**src/rtl/ws2811_rx.sv**
```systemverilog
// WS2811 single-wire LED protocol receiver: decodes high-pulse widths into
// 24-bit GRB pixels, reporting pixel index, latch (long low) and framing errors.
module ws2811_rx #(
    parameter int T_MIN_HIGH = 8,
    parameter int T_THRESH   = 42,
    parameter int T_MAX_HIGH = 100,
    parameter int T_LATCH    = 2500
) (
    input  logic        clk,
    input  logic        rst,
    input  logic        din,
    output logic [23:0] pixel_data,
    output logic        pixel_valid,
    output logic [9:0]  pixel_index,
    output logic        latch,
    output logic        frame_error
);
    typedef enum logic [1:0] {WAIT_LATCH, IDLE, HIGH, LOW} state_e;

    localparam logic [11:0] LATCH_CNT  = 12'(T_LATCH);
    localparam logic [7:0]  MIN_CNT    = 8'(T_MIN_HIGH);
    localparam logic [7:0]  THRESH_CNT = 8'(T_THRESH);
    localparam logic [7:0]  ERR_CNT    = 8'(T_MAX_HIGH + 1);

    logic        sync1_q, sync1_d, sync2_q, sync2_d, prev_q, prev_d;
    state_e      state_q, state_d;
    logic [11:0] low_cnt_q, low_cnt_d;
    logic [7:0]  high_cnt_q, high_cnt_d;
    logic [4:0]  bit_cnt_q, bit_cnt_d;
    logic [23:0] shift_q, shift_d;
    logic [9:0]  pix_cnt_q, pix_cnt_d;
    logic [23:0] pixel_data_q, pixel_data_d;
    logic [9:0]  pixel_index_q, pixel_index_d;
    logic        pixel_valid_q, pixel_valid_d;
    logic        latch_q, latch_d;
    logic        frame_error_q, frame_error_d;

    logic        line, rise, latch_hit;
    logic [11:0] low_inc;
    logic [7:0]  high_inc;
    logic [4:0]  bit_inc;

    assign line     = sync2_q;
    assign rise     = sync2_q & ~prev_q;
    assign low_inc  = (low_cnt_q == 12'hFFF) ? low_cnt_q : low_cnt_q + 12'd1;
    assign high_inc = (high_cnt_q == 8'hFF) ? high_cnt_q : high_cnt_q + 8'd1;
    assign bit_inc  = (bit_cnt_q == 5'h1F) ? bit_cnt_q : bit_cnt_q + 5'd1;

    always_comb begin
        sync1_d       = din;
        sync2_d       = sync1_q;
        prev_d        = sync2_q;
        state_d       = state_q;
        low_cnt_d     = low_cnt_q;
        high_cnt_d    = high_cnt_q;
        bit_cnt_d     = bit_cnt_q;
        shift_d       = shift_q;
        pix_cnt_d     = pix_cnt_q;
        pixel_data_d  = pixel_data_q;
        pixel_index_d = pixel_index_q;
        pixel_valid_d = 1'b0;
        latch_d       = 1'b0;
        frame_error_d = 1'b0;
        latch_hit     = 1'b0;

        if (bit_cnt_q == 5'd24) begin
            pixel_valid_d = 1'b1;
            pixel_data_d  = shift_q;
            pixel_index_d = pix_cnt_q;
            bit_cnt_d     = '0;
            pix_cnt_d     = (pix_cnt_q == 10'h3FF) ? pix_cnt_q : pix_cnt_q + 10'd1;
        end

        case (state_q)
            WAIT_LATCH: begin
                low_cnt_d = line ? 12'd0 : low_inc;
                latch_hit = !line && (low_inc == LATCH_CNT);
            end
            IDLE: begin
                if (rise) begin
                    state_d    = HIGH;
                    high_cnt_d = 8'd1;
                end
            end
            HIGH: begin
                if (line) begin
                    high_cnt_d = high_inc;
                    if (high_inc == ERR_CNT) begin
                        frame_error_d = 1'b1;
                        bit_cnt_d     = '0;
                        shift_d       = '0;
                        low_cnt_d     = '0;
                        state_d       = WAIT_LATCH;
                    end
                end else if (high_cnt_q < MIN_CNT) begin
                    // Glitch: resume the interrupted low period; a zero low count
                    // means we came from IDLE, which never counts low time.
                    if (low_cnt_q == 12'd0) begin
                        state_d = IDLE;
                    end else begin
                        state_d   = LOW;
                        low_cnt_d = low_inc;
                        latch_hit = (low_inc == LATCH_CNT);
                    end
                end else begin
                    shift_d   = {shift_q[22:0], (high_cnt_q >= THRESH_CNT)};
                    bit_cnt_d = bit_inc;
                    low_cnt_d = 12'd1;
                    state_d   = LOW;
                end
            end
            LOW: begin
                if (rise) begin
                    state_d    = HIGH;
                    high_cnt_d = 8'd1;
                end else begin
                    low_cnt_d = low_inc;
                    latch_hit = (low_inc == LATCH_CNT);
                end
            end
            default: state_d = WAIT_LATCH;
        endcase

        if (latch_hit) begin
            latch_d       = 1'b1;
            frame_error_d = (bit_cnt_q != 5'd0);
            pix_cnt_d     = '0;
            bit_cnt_d     = '0;
            shift_d       = '0;
            low_cnt_d     = '0;
            state_d       = IDLE;
        end
    end

    always_ff @(posedge clk) begin
        if (rst) begin
            sync1_q       <= 1'b0;
            sync2_q       <= 1'b0;
            prev_q        <= 1'b0;
            state_q       <= WAIT_LATCH;
            low_cnt_q     <= '0;
            high_cnt_q    <= '0;
            bit_cnt_q     <= '0;
            shift_q       <= '0;
            pix_cnt_q     <= '0;
            pixel_data_q  <= '0;
            pixel_index_q <= '0;
            pixel_valid_q <= 1'b0;
            latch_q       <= 1'b0;
            frame_error_q <= 1'b0;
        end else begin
            sync1_q       <= sync1_d;
            sync2_q       <= sync2_d;
            prev_q        <= prev_d;
            state_q       <= state_d;
            low_cnt_q     <= low_cnt_d;
            high_cnt_q    <= high_cnt_d;
            bit_cnt_q     <= bit_cnt_d;
            shift_q       <= shift_d;
            pix_cnt_q     <= pix_cnt_d;
            pixel_data_q  <= pixel_data_d;
            pixel_index_q <= pixel_index_d;
            pixel_valid_q <= pixel_valid_d;
            latch_q       <= latch_d;
            frame_error_q <= frame_error_d;
        end
    end

    assign pixel_data  = pixel_data_q;
    assign pixel_index = pixel_index_q;
    assign pixel_valid = pixel_valid_q;
    assign latch       = latch_q;
    assign frame_error = frame_error_q;
endmodule

```
**config.mk**
```make
export PLATFORM = sky130hd
export DESIGN_NAME = ws2811_rx
export DESIGN_NICKNAME = d
export VERILOG_FILES = /design/src/rtl/ws2811_rx.sv
export SDC_FILE = /design/constraint.sdc
export NUM_CORES = 1
export LEC_CHECK = 0
export BUFFER_PORTS_ARGS = -buffer_cell sky130_fd_sc_hd__buf_2
export CORE_MARGIN = 10
export CORE_UTILIZATION = 25
export DETAILED_ROUTE_END_ITERATION = 7
export MAX_ROUTING_LAYER = met4
export PLACE_DENSITY = 0.51
export SKIP_CTS_REPAIR_TIMING = 1
export SYNTH_ARGS = -nofsm -noshare
export SYNTH_HDL_FRONTEND = slang
export SYNTH_SLANG_ARGS = --single-unit
```
**constraint.sdc**
```tcl
create_clock -name clk -period 5.9 [get_ports clk]
set_input_delay 0.295 -clock clk [delete_from_list [all_inputs] [get_ports clk]]
set_output_delay 0.295 -clock clk [all_outputs]
set_load 0.05 [all_outputs]
```
==> results of run 1 <==
## critical path, cell delays in order (launching register included)
cell	delay (ns)
dfxtp_1	0.44
ha_1	0.33
nand3_1	0.24
or4_1	0.60
nor3_2	0.16
o22a_1	0.18
a41o_1	0.46
buf_4	0.48
nor3_1	0.11
## metrics by stage
step	total power [W]	instance area [µm²]
floorplan	0.000745	4670
global placement	0.000752	4990
detailed placement	0.000753	4990
CTS	0.00138	5300
global route	0.00142	5300
finish	0.00135	5300
## cell families (layout without fill, tap and decap cells)
group / Yosys count / count (layout) / synth area share, %
buffers and inverters: 52 / 75 / 5.57
AO/OA/AOI/OAI: 143 / 143 / 19.7
multiplexers: 4 / 4 / 0.884
flip-flops: 101 / 101 / 43.3
XOR/XNOR: 13 / 13 / 2.44
adder cells (fa/ha/maj): 8 / 8 / 2.14
AND/OR/NAND/NOR: 257 / 257 / 26.0
## path summary, 6_finish.rpt
check	endpoint	slack (ns)
min reg2reg	line$_SDFF_PP0_	0.45
min	sync1_q$_SDFF_PP0_	0.16
max	pix_cnt_q[8]$_SDFFE_PP0P_	2.74
max reg2reg	pix_cnt_q[8]$_SDFFE_PP0P_	2.74
## flip-flops by register name, indices dropped and copies added (netlist names)
| signal | flops |
|---|---|
| pixel_data | 24 |
| shift_q | 24 |
| low_cnt_q | 12 |
| pix_cnt_q | 10 |
| pixel_index | 10 |
| high_cnt_q | 8 |
| bit_cnt_q | 5 |
| state_q | 2 |
| frame_error | 1 |
| latch | 1 |
| line | 1 |
| pixel_valid | 1 |
| prev_q | 1 |
| sync1_q | 1 |
## area by class of cell
| class | count | area (µm²) | area share [%] |
|---|---|---|---|
| Clock buffer | 11 | 243 | 4.58 |
| Clock inverter | 5 | 66.3 | 1.25 |
| Inverter | 16 | 60.1 | 1.13 |
| Multi-Input combinational cell | 425 | 2390 | 45.2 |
| Sequential cell | 101 | 2020 | 38.2 |
| Tap cell | 229 | 287 | 5.41 |
| Timing Repair Buffer | 43 | 225 | 4.25 |
## cells in the final DEF, fill, tap and decap left out, types with 3 or more instances in the layout
master     synthesis  final
dfxtp_1          101    101
nand2_1           99     99
nor2_1            70     69
a21oi_1           62     62
buf_2              7     39
a22oi_1           25     25
nand4_1           16     16
inv_1             15     15
nor3_1            15     15
nand3_1           13     13
o21ai_0           13     13
a31oi_1           11     11
clkbuf_16          0      9
ha_1               8      8
xor2_1             7      7
and3_1             6      6
xnor2_1            6      6
nor2b_1            6      6
buf_4              3      4
and2_1             3      3
and4_1             3      3
a41oi_1            3      3
nor4_1             3      3
a311oi_1           3      3
o221ai_1           3      3
nor3_2             3      3
nand2b_1           3      3
a211oi_1           3      3
mux2i_1            3      3
## routing by layer
| metal | part of all wire (%) | up-vias | track usage, % |
|---|---|---|---|
| li1 | - | 2083 | - |
| met2 | 46 | 73 | 15.2 |
| met3 | 5.8 | 13 | 2.91 |
| met4 | 1.5 | 0 | 3.82 |
| met5 | 0 | - | - |
| met1 | 46 | 1950 | 12.1 |
## power by group
part	total (W)	leakage, nW	switching, W	internal, W
logic	0.0000438	0.868	0.0000281	0.0000156
clock network	0.000618	0.148	0.000273	0.000346
registers	0.000692	0.814	0.00000646	0.000685
total	0.00135	1.83	0.000307	0.00105
## synth_stat cells (all sizes together), types with 2 or more instances
library cell / instances
o22ai: 2
buf: 17
mux2i: 3
o21ai: 15
dfxtp: 101
nand4: 16
nor3: 18
o21a: 2
and2: 3
nand3b: 2
o221ai: 3
and4: 4
nor2: 71
nand2b: 3
inv: 15
and3: 6
nor4: 4
a22oi: 25
nand3: 14
clkbuf: 19
o31ai: 2
a41oi: 3
o32a: 2
a31oi: 12
xor2: 7
xnor2: 6
a21oi: 62
nor4b: 2
nand2: 99
ha: 8
or4: 2
a311oi: 3
a211oi: 4
nor2b: 6
==> run_results.csv, run 1 <==
group,metric,value,unit
finish,fin_util,29.2,%
sta,worst_slew_pin_slew,1.21,ns
clock_network,clk_pin_slew_worst_paths,0.07,ns
detailed_routing,firstDrtPassIters,5,
finish,final_layout_size_suffix_gt1_share,12.1,%
placement,port_buffers,39,
clock_network,cts-htree-levels,3,
worst_setup_path,critPathKind,"reg2reg",
detailed_routing,vias_per_cell,4.96,
clock_network,tritoncts,"built",
worst_setup_path,reg2reg_depth,8,
sta,drv_slew,0,
flow_run,drv_cap,0,
global_route,grt_max_degree,49,
floorplan,pin_count,40,
sta,rsz0062_at_grt,"false",
clock_network,insertion_delay,0.36,ns
synthesis,synth_fp_nets,589,
hold_path,hold_path_depth,2,
finish,n_antenna_cell,0,
synthesis,synth-edff-count,0,
global_route,grt_pass1_vias,3996,
hold_path,hold_class,"in2reg",
detailed_routing,wirelength,11.6,mm
floorplan,start_util,25.7,%
sta,skew,0.0100,ns
worst_setup_path,start_kind,"register",
sta,hold_ws,0.157,ns
detailed_routing,remaining_drc_errors,0,
synthesis,yosys.area.top_type_share,43.3,%
global_route,grt_overflow,0,
pwr,powerDensity,256,nW/µm²
clock_network,clockRootBuffer,"clkbuf_16",
floorplan,die_area,24600,µm²
floorplan,fp.dieH,157,µm
detailed_routing,first_iter_violations,286,
placement,dpl_worst_slack,2.74,ns
finish,syn2layout_area_growth,13.3,%
synthesis,syn_area_per_cell,8.08,µm²
sta,worst_slack,2.74,ns
worst_setup_path,r2r-start,"low_cnt_q[1]$_SDFFE_PP0P_",
worst_setup_path,cp.required,6.13,ns
synthesis,yosys_warnings,0,
global_route,antenna_found_initial,0,
global_route,grt_pass1_wl,19.7,mm
placement,place_inst,814,
sta,hold_viol_final,0,
worst_setup_path,critPathCaptureType,"register",
synthesis,synth_top_cell_by_area,"dfxtp_1",
synthesis,synth_area,4670,µm²
finish,fin_nets,607,
clock_network,cts_inserted_buffers,9,
synthesis,ys_ff_latch,101,
finish,nFillCells,1950,
detailed_routing,wire_per_inst,14.0,µm
synthesis,synthArstFlopShare,0,%
global_route,grt_usage,9.96,%
placement,dp_hpwl,8.03,mm
worst_setup_path,startpoint,"low_cnt_q[1]$_SDFFE_PP0P_",
detailed_routing,vias,4119,
synthesis,synthFlopType,"dfxtp_1",
synthesis,yosysUniqueCellTypes,64,
sta,period_share,53.6,%
detailed_routing,ant_nets,0,
run_status,status,"complete, no violations",
synthesis,postSynthCellCount,578,
sta,fin_setup_tns,0,ns
sta,finalSetupViolations,0,
sta,fin_crit,3.16,ns
placement,gp_congestion,0.861,
floorplan,core,18100,µm²
sta,fmax,0.316,GHz
worst_setup_path,cp_max_fo,44,
clock_network,cts.sinks,101,
synthesis,ys_seq_area_share,43.3,%
floorplan,rows,49,
hold_path,hold_start,"din",
worst_setup_path,arrival,3.40,ns
pwr,power.leakage,1.83,nW
sta,max_slew_margin,19.3,%
synthesis,synth_area_leaders,"dfxtp_1, nand2_1, a21oi_1",
floorplan,die_w,157,µm
pwr,irDropWorstVdd,123,µV
clock_network,clock_path_buffers,2,
finish,fin_cells,830,
(Power assumes the default switching activity.)
==> run 2, diff against run 1 <==
ABC_AREA = 1   (was default)
clock period = 3.05 ns   (was 5.9 ns; I/O delays follow)
==> run_results.csv, run 2 <==
group,metric,value,unit
synthesis,yosys_warnings,0,
sta,period_share,81.2,%
pwr,powerDensity,444,nW/µm²
worst_setup_path,critPathCaptureType,"register",
worst_setup_path,arrival,2.70,ns
finish,final_common_cell,"nand2_1",
floorplan,pin_count,40,
clock_network,cts.sinks,101,
synthesis,synth-edff-count,0,
detailed_routing,vias,4326,
sta,hold_viol_final,0,
finish,n_antenna_cell,0,
clock_network,cts-htree-levels,3,
worst_setup_path,startpoint,"low_cnt_q[0]$_SDFFE_PP0P_",
synthesis,synth_fp_nets,723,
worst_setup_path,critical_path_buf_inv_count,2,
worst_setup_path,max_stage_delay,0.43,ns
placement,gp_congestion,0.865,
finish,seq_area,2020,µm²
clock_network,clockRootBuffer,"clkbuf_16",
global_route,grt_max_degree,30,
synthesis,synth_top_cells_by_count,"nand2_1, nor2_1, dfxtp_1",
detailed_routing,remaining_drc_errors,0,
detailed_routing,firstDrtPassIters,5,
worst_setup_path,crit_slowest_cell,"dfxtp_1",
synthesis,syn_area_per_cell,6.78,µm²
global_route,antenna_found_initial,0,
finish,fin_nets,756,
sta,worst_slack,0.574,ns
sta,fmax,0.404,GHz
floorplan,die_area,25300,µm²
sta,fin_crit,2.48,ns
detailed_routing,vias_per_cell,4.28,
worst_setup_path,r2r-start,"low_cnt_q[0]$_SDFFE_PP0P_",
finish,multi_input_area,2410,µm²
finish,syn2layout_area_growth,15.2,%
finish,final_layout_size_suffix_gt1_share,11.2,%
worst_setup_path,cp_max_fo,19,
sta,rsz0062_at_grt,"false",
floorplan,start_util,25.6,%
placement,dp_hpwl,8.38,mm
global_route,grt_pass1_wl,20.4,mm
synthesis,synth_top_cell_by_area,"dfxtp_1",
finish,nFillCells,2062,
synthesis,ys_seq_area_share,41.9,%
clock_network,insertion_delay,0.34,ns
synthesis,synth_area_leaders,"dfxtp_1, nand2_1, nor2_1",
clock_network,tritoncts,"built",
synthesis,ys_ff_latch,101,
sta,hold_ws,0.0160,ns
finish,fin_util,29.5,%
sta,finalSetupViolations,0,
floorplan,rows,50,
detailed_routing,ant_nets,0,
synthesis,synthArstFlopShare,0,%
floorplan,core,18800,µm²
detailed_routing,wire_per_inst,11.6,µm
sta,drv_slew,0,
clock_network,clk_pin_slew_worst_paths,0.07,ns
worst_setup_path,path_delay_family,"simple AND/OR/NAND/NOR gates",
detailed_routing,first_iter_violations,283,
sta,skew,0.00968,ns
pwr,power.leakage,2.45,nW
synthesis,yosys.area.top_type_share,41.9,%
run_status,status,"complete, no violations",
synthesis,synth_most_common_cell,"nand2_1",
sta,fin_setup_tns,0,ns
hold_path,hold_start,"din",
synthesis,synth_area,4830,µm²
placement,port_buffers,39,
clock_network,clock_path_buffers,2,
clock_network,cts_inserted_buffers,9,
sta,worst_slew_pin_slew,0.634,ns
worst_setup_path,cp.required,3.27,ns
worst_setup_path,critPathKind,"reg2reg",
synthesis,postSynthCellCount,712,
worst_setup_path,start_kind,"register",
global_route,grt_pass1_vias,4113,
synthesis,synthFlopType,"dfxtp_1",
floorplan,die_w,159,µm
pwr,power,0.00247,W
finish,layout_common_cells,"nand2_1, nor2_1, dfxtp_1, o21ai_0, inv_1",
floorplan,fp.dieH,159,µm
global_route,grt_usage,9.61,%
flow_run,drv_cap,0,
detailed_routing,wirelength,11.7,mm
worst_setup_path,path_common_cell,"nor2_1",
global_route,grt_overflow,0,
hold_path,hold_class,"in2reg",
worst_setup_path,worstPathCellList,"ha_1, nand2_1, nor2_4, nand3_4, inv_1, a21oi_1, nor2_1, nand4_4, nand2_2, buf_4, nor2_1",
sta,max_slew_margin,57.6,%
pwr,irDropWorstVdd,358,µV
placement,dpl_worst_slack,0.572,ns
synthesis,yosysUniqueCellTypes,37,
[run 2: routing by layer]
metal  track usage, %  share of wire, %
met5                -                 0
met4             3.16               1.3
met3             1.29               2.6
met2             15.0                45
met1             12.5                51
[run 2: cell families (layout without fill, tap and decap cells)]
family | after synthesis | count (layout) | share of synthesized area (%)
DFF | 101 | 101 | 41.9
AOI/OAI and AO/OA | 122 | 122 | 13.1
xor gates and xnor gates | 10 | 10 | 1.82
adders and majority gates | 8 | 8 | 2.07
buffers and inverters | 93 | 131 | 8.14
and+or+nand+nor | 378 | 378 | 32.9
[run 2: report_power, final]
part           leakage (nW)  total (W)  switching [W]  internal, W
Sequential            0.814    0.00133     0.00000587      0.00132
Combinational          1.50  0.0000683      0.0000479    0.0000204
Clock                 0.130    0.00107       0.000493     0.000578
[run 2: path summary, 6_finish.rpt]
| kind | endpoint | slack (ns) | depth (start not counted) |
|---|---|---|---|
| max | bit_cnt_q[1]$_SDFFE_PP0P_ | 0.57 | 11 |
| min | sync1_q$_SDFF_PP0_ | 0.02 | 3 |
| max reg2reg | bit_cnt_q[1]$_SDFFE_PP0P_ | 0.57 | 11 |
| min reg2reg | line$_SDFF_PP0_ | 0.43 | 2 |
[run 2: layout make-up]
type / count / share of cell area [%]
clock inverters: 3 / 0.382
flip-flops and latches: 101 / 36.4
repair buffers: 52 / 5.26
well taps: 260 / 5.85
multi-input cells: 518 / 43.4
clock buffers: 13 / 4.50
inverters: 63 / 4.25
[run 2: tightest hold or removal path, delay by kind of cell]
kind	cells	cell delay [ns]
buf+inv	2	0.10
simple gates	1	0.06
[run 2: per-stage QoR]
step	std cells	instance area, µm²
global placement	994	5290
detailed placement	994	5290
finish	1010	5560
floorplan	712	4830
global route	1010	5560
CTS	1010	5560
==> run 3, diff against run 2 <==
PLACE_DENSITY = 0.52   (was 0.51)
clock period = 2 ns   (was 3.05 ns; I/O delays follow)
==> run_results.csv, run 3 (synthesized netlist as in run 2, its figures left out) <==
group,metric,value,unit
run_status,status,"complete, but fails checks",
run_status,violations,"negative setup slack",
finish,nFillCells,2053,
sta,max_slew_margin,73.0,%
floorplan,core,18800,µm²
clock_network,cts_inserted_buffers,9,
sta,skew,0.00831,ns
floorplan,die_area,25300,µm²
detailed_routing,vias_per_cell,4.33,
worst_setup_path,rrSetupSlack,-0.1,ns
flow_run,drv_cap,0,
sta,rsz0062_at_grt,"true",
clock_network,insertion_delay,0.34,ns
floorplan,pin_count,40,
pwr,irDropWorstVdd,339,µV
worst_setup_path,path_delay_family,"simple AND/OR/NAND/NOR gates",
worst_setup_path,cp.depth,12,
clock_network,cts-htree-levels,3,
hold_path,hold_path_depth,2,
pwr,power,0.00397,W
worst_setup_path,reg2reg_depth,12,
worst_setup_path,crit_slowest_cell,"dfxtp_2",
detailed_routing,wire_per_inst,12.3,µm
finish,fin_nets,811,
finish,fin_util,34.5,%
sta,drv_slew,0,
floorplan,die_w,159,µm
detailed_routing,wirelength,13.1,mm
detailed_routing,vias,4616,
placement,gp_congestion,0.881,
global_route,grt_max_degree,50,
detailed_routing,remaining_drc_errors,0,
worst_setup_path,critPathCaptureType,"register",
sta,worst_slack,-0.0997,ns
sta,worst_slew_pin_slew,0.405,ns
detailed_routing,ant_nets,0,
worst_setup_path,cp_max_fo,8,
sta,fin_setup_tns,-4.03,ns
clock_network,clockRootBuffer,"clkbuf_16",
finish,layout_common_cells,"nand2_1, nor2_1, dfxtp_1, o21ai_0, inv_1",
worst_setup_path,arrival,2.34,ns
detailed_routing,first_iter_violations,171,
floorplan,rows,50,
worst_setup_path,start_kind,"register",
sta,hold_viol_final,0,
placement,port_buffers,39,
worst_setup_path,critPathKind,"reg2reg",
pwr,powerDensity,611,nW/µm²
sta,hold_ws,0.125,ns
placement,dpl-instance-area,5590,µm²
detailed_routing,firstDrtPassIters,4,
global_route,grt_usage,9.85,%
worst_setup_path,cp.required,2.24,ns
clock_network,tritoncts,"built",
placement,dp_hpwl,8.66,mm
clock_network,clock_path_buffers,2,
worst_setup_path,max_stage_delay,0.36,ns
worst_setup_path,worstPathCellList,"ha_4, nand2_2, nor2_4, buf_4, xor2_1, nor2_1, nand3_1, nor2_4, nand4_4, nand2_8, clkbuf_16, nor2_1",
sta,finalSetupViolations,50,
finish,final_area,6500,µm²
sta,fin_crit,2.10,ns
sta,fmax,0.476,GHz
hold_path,hold_class,"in2reg",
pwr,power.leakage,2.82,nW
finish,syn2layout_area_growth,34.6,%
global_route,grt_pass1_wl,21.1,mm
worst_setup_path,critical_path_buf_inv_count,2,
sta,period_share,105,%
finish,final_layout_size_suffix_gt1_share,26.2,%
clock_network,cts.sinks,101,
floorplan,fp.dieH,159,µm
finish,n_antenna_cell,0,
global_route,antenna_found_initial,0,
finish,final_common_cell,"nand2_1",
clock_network,clk_pin_slew_worst_paths,0.07,ns
global_route,grt_pass1_vias,4482,
global_route,grt_overflow,0,
floorplan,start_util,25.6,%
-- run 3: cell count changes in the layout (fill, tap and decap cells not counted), sizes merged --
cell | previous run | this run
inv | 63 | 66
clkinvlp | 1 | 0
clkbuf | 13 | 15
dlygate4sd3 | 0 | 1
clkinv | 2 | 3
bufinv | 0 | 1
buf | 52 | 100
-- run 3: final timing paths --
| path | start | endpoint |
|---|---|---|
| worst max-delay path | low_cnt_q[1]$_SDFFE_PP0P_ | shift_q[7]$_SDFFE_PP0P_ |
| worst min-delay path | rst | latch$_SDFF_PP0_ |
| worst max register to register | low_cnt_q[1]$_SDFFE_PP0P_ | shift_q[7]$_SDFFE_PP0P_ |
| worst min register to register | sync1_q$_SDFF_PP0_ | line$_SDFF_PP0_ |
-- run 3: routing by layer --
layer  track usage (%)  share of wire (%)  vias to the layer above  wire length [µm]
li1                  -                  -                     2460                 -
met1              12.6                 51                     2090              6640
met2              15.6                 46                       59              6030
met3              1.58                1.9                        7               250
met4              2.95                1.2                        0               156
met5                 -                  0                        -                 0
-- run 3: report_power, final --
| group | internal [W] | leakage [nW] | switching (W) |
|---|---|---|---|
| Clock | 0.000978 | 0.150 | 0.000799 |
| Sequential | 0.00201 | 0.819 | 0.00000698 |
| Combinational | 0.0000689 | 1.85 | 0.000105 |
-- run 3: final cells by class --
| class | instances | area (µm²) | share of cell area [%] |
|---|---|---|---|
| Clock buffer | 9 | 225 | 3.47 |
| Inverter | 63 | 236 | 3.64 |
| Sequential cell | 101 | 2040 | 31.4 |
| Multi-Input combinational cell | 518 | 2730 | 42.0 |
| Timing Repair Buffer | 107 | 865 | 13.3 |
| Tap cell | 260 | 325 | 5.01 |
| Clock inverter | 7 | 71.3 | 1.10 |
-- run 3: per-stage QoR --
| stage | cells | setup WS [ns] |
|---|---|---|
| 6_report | 1065 | -0.0997 |
| 3_3_place_gp | 1031 | -0.146 |
| 5_1_grt | 1065 | -0.196 |
| 4_1_cts | 1047 | -0.159 |
| 3_5_place_dp | 1031 | -0.125 |
| 2_1_floorplan | 712 | 0.0198 |
